### src/rtl/ls_exec_unit.sv
`default_nettype none
`timescale 1ns/1ps
// =============================================================================
// Module  : ls_exec_unit
// Purpose : load/store execute stage - AGEN, req/ack memory access, CDB write-back
// Rev     : 1.0  initial release
// =============================================================================
module ls_exec_unit (
  input  logic        clk,
  input  logic        rst,
  input  logic        issue,
  input  logic [3:0]  rob_num_in,
  input  logic [5:0]  p_rd_in,
  input  logic        mem_ren_in,
  input  logic        mem_wen_in,
  input  logic [15:0] immed_in,
  input  logic [31:0] rs_data,
  input  logic [31:0] rt_data,
  input  logic        recover,
  input  logic [3:0]  rob_num_rec,
  output logic        mem_req,
  output logic        mem_we,
  output logic [31:0] mem_addr,
  output logic [31:0] mem_wdata,
  input  logic        mem_ack,
  input  logic [31:0] mem_rdata,
  output logic        complete_out,
  input  logic        cdb_grant,
  output logic [5:0]  p_rd_compl,
  output logic        RegDest_compl,
  output logic [3:0]  rob_num_compl,
  output logic [31:0] wb_data,
  output logic        ls_stall
);

  typedef enum logic [1:0] {
    S_IDLE   = 2'd0,
    S_ACCESS = 2'd1,
    S_WB     = 2'd2
  } state_t;

  state_t      state_q, state_d;

  logic        agen_valid_q, agen_valid_d;
  logic [3:0]  agen_rob_q;
  logic [5:0]  agen_prd_q;
  logic        agen_ren_q, agen_wen_q;
  logic [31:0] agen_addr_q, agen_wdata_q;

  logic [3:0]  mem_rob_q;
  logic [5:0]  mem_prd_q;
  logic        mem_ren_q, mem_wen_q;
  logic [31:0] mem_addr_q, mem_wdata_q;
  logic [31:0] wb_data_q, wb_data_d;
  logic        killed_q, killed_d;

  logic        w_agen_kill, w_mem_kill, w_agen_live;
  logic        w_accept, w_xfer;
  logic [31:0] w_addr;

  assign w_agen_kill = recover && (rob_num_rec == agen_rob_q);
  assign w_mem_kill  = recover && (rob_num_rec == mem_rob_q);
  assign w_agen_live = agen_valid_q && !w_agen_kill;

  // AGEN frees on the same edge it hands off, so a grant in WB lets a new issue in.
  assign ls_stall = agen_valid_q &&
                    !((state_q == S_IDLE) || ((state_q == S_WB) && cdb_grant));

  assign w_accept = issue && !recover && !ls_stall && (mem_ren_in || mem_wen_in);
  assign w_addr   = rs_data + {{16{immed_in[15]}}, immed_in};

  always_comb begin
    state_d   = state_q;
    w_xfer    = 1'b0;
    killed_d  = killed_q;
    wb_data_d = wb_data_q;
    case (state_q)
      S_IDLE: begin
        if (w_agen_live) begin
          w_xfer  = 1'b1;
          state_d = S_ACCESS;
        end
      end
      S_ACCESS: begin
        killed_d = killed_q || w_mem_kill;
        // A killed request stays on the bus until acknowledged; only the broadcast is suppressed.
        if (mem_ack) begin
          killed_d = 1'b0;
          if (killed_q || w_mem_kill) begin
            state_d = S_IDLE;
          end else begin
            state_d   = S_WB;
            wb_data_d = mem_ren_q ? mem_rdata : 32'd0;
          end
        end
      end
      S_WB: begin
        if (w_mem_kill) begin
          state_d = S_IDLE;
        end else if (cdb_grant) begin
          if (w_agen_live) begin
            w_xfer  = 1'b1;
            state_d = S_ACCESS;
          end else begin
            state_d = S_IDLE;
          end
        end
      end
      default: state_d = S_IDLE;
    endcase
  end

  always_comb begin
    agen_valid_d = agen_valid_q;
    if (w_accept) begin
      agen_valid_d = 1'b1;
    end else if (w_xfer || w_agen_kill) begin
      agen_valid_d = 1'b0;
    end
  end

  always_ff @(posedge clk or negedge rst) begin
    if (!rst) begin
      state_q      <= S_IDLE;
      agen_valid_q <= 1'b0;
      agen_rob_q   <= 4'd0;
      agen_prd_q   <= 6'd0;
      agen_ren_q   <= 1'b0;
      agen_wen_q   <= 1'b0;
      agen_addr_q  <= 32'd0;
      agen_wdata_q <= 32'd0;
      mem_rob_q    <= 4'd0;
      mem_prd_q    <= 6'd0;
      mem_ren_q    <= 1'b0;
      mem_wen_q    <= 1'b0;
      mem_addr_q   <= 32'd0;
      mem_wdata_q  <= 32'd0;
      wb_data_q    <= 32'd0;
      killed_q     <= 1'b0;
    end else begin
      state_q      <= state_d;
      agen_valid_q <= agen_valid_d;
      killed_q     <= killed_d;
      wb_data_q    <= wb_data_d;
      if (w_accept) begin
        agen_rob_q   <= rob_num_in;
        agen_prd_q   <= p_rd_in;
        agen_ren_q   <= mem_ren_in;
        agen_wen_q   <= mem_wen_in;
        agen_addr_q  <= w_addr;
        agen_wdata_q <= rt_data;
      end
      if (w_xfer) begin
        mem_rob_q   <= agen_rob_q;
        mem_prd_q   <= agen_prd_q;
        mem_ren_q   <= agen_ren_q;
        mem_wen_q   <= agen_wen_q;
        mem_addr_q  <= agen_addr_q;
        mem_wdata_q <= agen_wdata_q;
      end
    end
  end

  assign mem_req       = (state_q == S_ACCESS);
  assign mem_we        = mem_wen_q;
  assign mem_addr      = mem_addr_q;
  assign mem_wdata     = mem_wdata_q;
  assign complete_out  = (state_q == S_WB);
  assign p_rd_compl    = mem_prd_q;
  assign RegDest_compl = mem_ren_q;
  assign rob_num_compl = mem_rob_q;
  assign wb_data       = wb_data_q;

endmodule

`default_nettype wire

### config.mk
export PLATFORM = sky130hd
export DESIGN_NAME = ls_exec_unit
export DESIGN_NICKNAME = d
export VERILOG_FILES = /design/src/rtl/ls_exec_unit.sv
export SDC_FILE = /design/constraint.sdc
export NUM_CORES = 1
export LEC_CHECK = 0
export CORE_UTILIZATION = 40
export DETAILED_ROUTE_END_ITERATION = 10
export MAX_ROUTING_LAYER = met4
export PLACE_DENSITY = 0.75
export SLEW_MARGIN = 30
export SYNTH_ARGS = -nofsm -noshare
export SYNTH_HDL_FRONTEND = slang
export SYNTH_SLANG_ARGS = --single-unit
export TNS_END_PERCENT = 30
### constraint.sdc
create_clock -name clk -period 2.2 [get_ports clk]
set_input_delay 0.33 -clock clk [delete_from_list [all_inputs] [get_ports clk]]
set_output_delay 0.33 -clock clk [all_outputs]
set_load 0.05 [all_outputs]
==> results.tsv <==
stage	metric	value	unit
placement	dp_hpwl	18.8	mm
clock_network	clkTransAtPathRegs	80	ps
floorplanning	initial_utilization	0.412	
placement	place_congestion	0.906	
final_layout	areaGrowthSynthToFinish	53.0	%
drt	ant_nets	0	
setup_path	critPathBufInv	1	
global_routing	track_usage	0.233	
outcome	violations	DRC	
setup_path	critPathTopFamily	compound AO/OA/AOI/OAI gates	
clock_network	ctsLongestPathBuffers	2	
setup_path	start_kind	input port	
job	max_cap_violations	0	
floorplanning	fp.coreArea	22000	µm²
setup_path	cpMaxStageDelayCell	clkdlybuf4s50_1	
synth	syn_area	9070	µm²
clock_network	tritoncts	done	
sta	fmax	0.456	GHz
setup_path	worst-path-stages	9	
hold_path	hold_path_depth	4	
synth	avgSynthCellArea	10.0	µm²
sta	slew_violations	0	
setup_path	r2r_slack	250	ps
global_routing	grt_pass1_wl	41.6	mm
final_layout	num_antenna_cells	0	
synth	synth_nets	1072	
synth	yosys_warnings	0	
power_and_ir_drop	total_power	18.8	mW
drt	drc	28	
drt	firstDrtPassIters	8	
synth	synth-edff-count	0	
sta	worst_slew_pin_slew	616	ps
outcome	status	finished, violations left	
synth	synth_ff_type	dfrtp_1	
final_layout	post-route-util	0.630	
drt	detail_route.wl_per_cell	16.7	µm
power_and_ir_drop	ir_drop	0.733	mV
hold_path	hold_path_class	in -> reg	
floorplanning	fp-row-count	54	
setup_path	criticalPathCategory	in -> reg	
synth	synth_seq_cells	188	
floorplanning	die_x	153	µm
clock_network	cts.sinks	188	
setup_path	path_cells	clkdlybuf4s50_1 > ha_4 > a2111oi_4 > nand2b_1 > o211ai_2 > o21ai_1 > a221o_1 > o21a_1 > o31ai_1	
global_routing	grt_overflow	0	
global_routing	grt_pass1_vias	8005	
drt	viasPerCell	5.10	
clock_network	clk-insertion-delay-late	430	ps
global_routing	antenna_found_initial	0	
synth	ys_seq_area_frac	0.519	
setup_path	cp.required	2540	ps
synth	synth.distinct_cells	63	
floorplanning	ioPinCount	245	
clock_network	htree_levels	4	
drt	drt_iter0_markers	406	
global_routing	grt_max_degree	78	
floorplanning	die_h	153	µm
final_layout	nets	1421	
setup_path	endpoint_kind	flip-flop	
floorplanning	die_area	23300	µm²
drt	vias	7889	
final_layout	drive_gt1_frac	0.249	
synth	synthCells	906	
placement	portBuffers	244	
drt	routed_wl	25.8	mm
setup_path	reg2regPathDepth	8	
synth	async_flop_share	1.00	
sta	final.period_utilization	0.997	
sta	relSlewSlack	0.588	
clock_network	cts_buffers	17	
sta	clock_skew	14.7	ps
setup_path	cp_max_fo	2	
setup_path	crit_arrival	2530	ps
sta	rsz0062_at_grt	yes	
setup_path	critPathMaxStageDelay	520	ps
clock_network	cts_root_buffer	clkbuf_16	
power_and_ir_drop	pwr_density_cell	1350	nW/µm²
sta	fin_crit	2190	ps
sta	final-setup-viol-count	0	
power_and_ir_drop	p_leak	6.41	nW
sta	hold_viol	0	
==> cells in the mapped netlist, types with 2 or more instances <==
cell type  count  area (µm²)
a21o_1        21         158
a21oi_1       35         175
nor3_1         9        45.0
buf_2         17        85.1
nor2b_1        3        18.8
xnor2_1       17         149
a21boi_1       2        15.0
o211ai_1       6        45.0
xor2_1        12         105
o31ai_1        7        52.6
nand4_1        5        31.3
ha_1          31         388
or3_1          6        37.5
o41ai_1        2        17.5
or4_1          2        15.0
buf_1          5        18.8
dfrtp_1      188        4700
inv_1         10        37.5
a211o_1        3        26.3
o21ai_1        4        20.0
nand3_1       21         105
and4_1         2        17.5
mux2_2        76         856
nor3b_1        2        15.0
a31oi_1        4        25.0
o2111ai_1      2        17.5
nor4_1         2        12.5
and3_1         7        43.8
nand2_1      257         965
nand2b_1       3        18.8
o21a_1         2        15.0
clkbuf_1      29         109
o21ai_0       63         315
o21bai_1       2        15.0
a31o_2         2        17.5
nor2_1        20        75.1
==> state kept, by name (all words and copies together) (netlist names), 2 cells and up <==
| signal | count |
|---|---|
| p_rd_compl | 6 |
| mem_addr | 32 |
| mem_wdata | 32 |
| state_q | 2 |
| wb_data | 32 |
| agen_rob_q | 4 |
| agen_addr_q | 32 |
| rob_num_compl | 4 |
| agen_wdata_q | 32 |
| agen_prd_q | 6 |
==> worst paths after layout <==
kind / from / to
min in group asynchronous: rst / agen_wdata_q[9]
worst min register to register: agen_addr_q[19] / agen_addr_q[19]
worst max-delay path: rs_data[23] / agen_addr_q[28]
worst max register to register: state_q[1] / agen_addr_q[24]
max in group asynchronous: rst / mem_addr[14]
worst min-delay path: immed_in[0] / agen_addr_q[0]
==> per-stage QoR <==
step | worst slack [ps] | setup TNS (ps) | cells | hold WS (ps) | instance area (µm²)
global route | -44.2 | -135 | 1548 | 407 | 13900
detailed placement | -748 | -24930 | 1495 | 303 | 12700
floorplan | -18.5 | -37.9 | 906 | 34.4 | 9100
global placement | -686 | -21720 | 1495 | 301 | 12700
finish | 7.27 | 0 | 1548 | 391 | 13900
CTS | 3.99 | 0 | 1545 | 351 | 13700
==> area by class of cell <==
| class | instances | area, µm² |
|---|---|---|
| repair buffers | 381 | 3600 |
| flip-flops and latches | 188 | 4700 |
| multi-input cells | 656 | 4570 |
| clock inverters | 14 | 160 |
| well taps | 280 | 350 |
| clock buffers | 18 | 439 |
| fillers | 1731 | 8150 |
| inverters | 11 | 41.3 |
==> cells in the final DEF, fill, tap and decap left out, drive strengths merged, types with 3 or more instances in the layout <==
| cell | instances |
|---|---|
| o21ai | 68 |
| o31ai | 8 |
| buf | 140 |
| a21o | 21 |
| nand2 | 257 |
| a31oi | 5 |
| nor2 | 20 |
| dlymetal6s2s | 14 |
| o211ai | 7 |
| and3 | 7 |
| a21oi | 36 |
| a211o | 3 |
| nand4 | 5 |
| clkbuf | 23 |
| xor2 | 12 |
| nand2b | 3 |
| dfrtp | 188 |
| inv | 21 |
| dlygate4sd2 | 12 |
| clkdlybuf4s50 | 204 |
| xnor2 | 17 |
| mux2 | 76 |
| nor2b | 3 |
| clkinv | 4 |
| a31o | 3 |
| or3 | 6 |
| ha | 31 |
| nand3 | 22 |
| clkdlybuf4s15 | 5 |
| nor3 | 10 |
==> what timing repair did <==
action	in CTS	in global routing
cloned	1	0
setup endpoints to repair	15	17
pin swaps	41	21
resized for setup	72	43
hold buffers	1	0
setup buffers	17	4
endpoints found under the hold margin	44	0
==> worst register-to-register path: stages (launching register included) <==
cell       delay (ps)
dfrtp_1           440
nor2b_1           150
o21ai_1           120
buf_4             150
o2111ai_4         190
buf_4             270
nand2_1           120
o31ai_1           100
a211o_1           290
==> cell families after synthesis <==
logic type / Yosys count / share of synthesized area
adder cells (fa/ha/maj): 32 / 0.0450
flip-flops: 188 / 0.519
AND/OR/NAND/NOR: 344 / 0.160
buffers and inverters: 62 / 0.0280
AO/OA/AOI/OAI: 174 / 0.124
multiplexers: 77 / 0.0955
XOR/XNOR: 29 / 0.0280
==> per-layer routing <==
| layer | vias to the layer above | part of all wire | GRT usage |
|---|---|---|---|
| met4 | 0 | 0.020 | 0.0669 |
| li1 | 3829 | - | - |
| met1 | 3800 | 0.42 | 0.283 |
| met5 | - | 0 | - |
| met2 | 230 | 0.51 | 0.398 |
| met3 | 30 | 0.054 | 0.0392 |
==> power breakdown <==
| part | total, mW | switching, mW | internal, mW |
|---|---|---|---|
| clock network | 3.11 | 1.54 | 1.57 |
| logic | 9.78 | 5.96 | 3.82 |
| registers | 5.91 | 0.853 | 5.05 |
| total | 18.8 | 8.35 | 10.4 |
No activity file was read; power rests on OpenSTA's default activity.
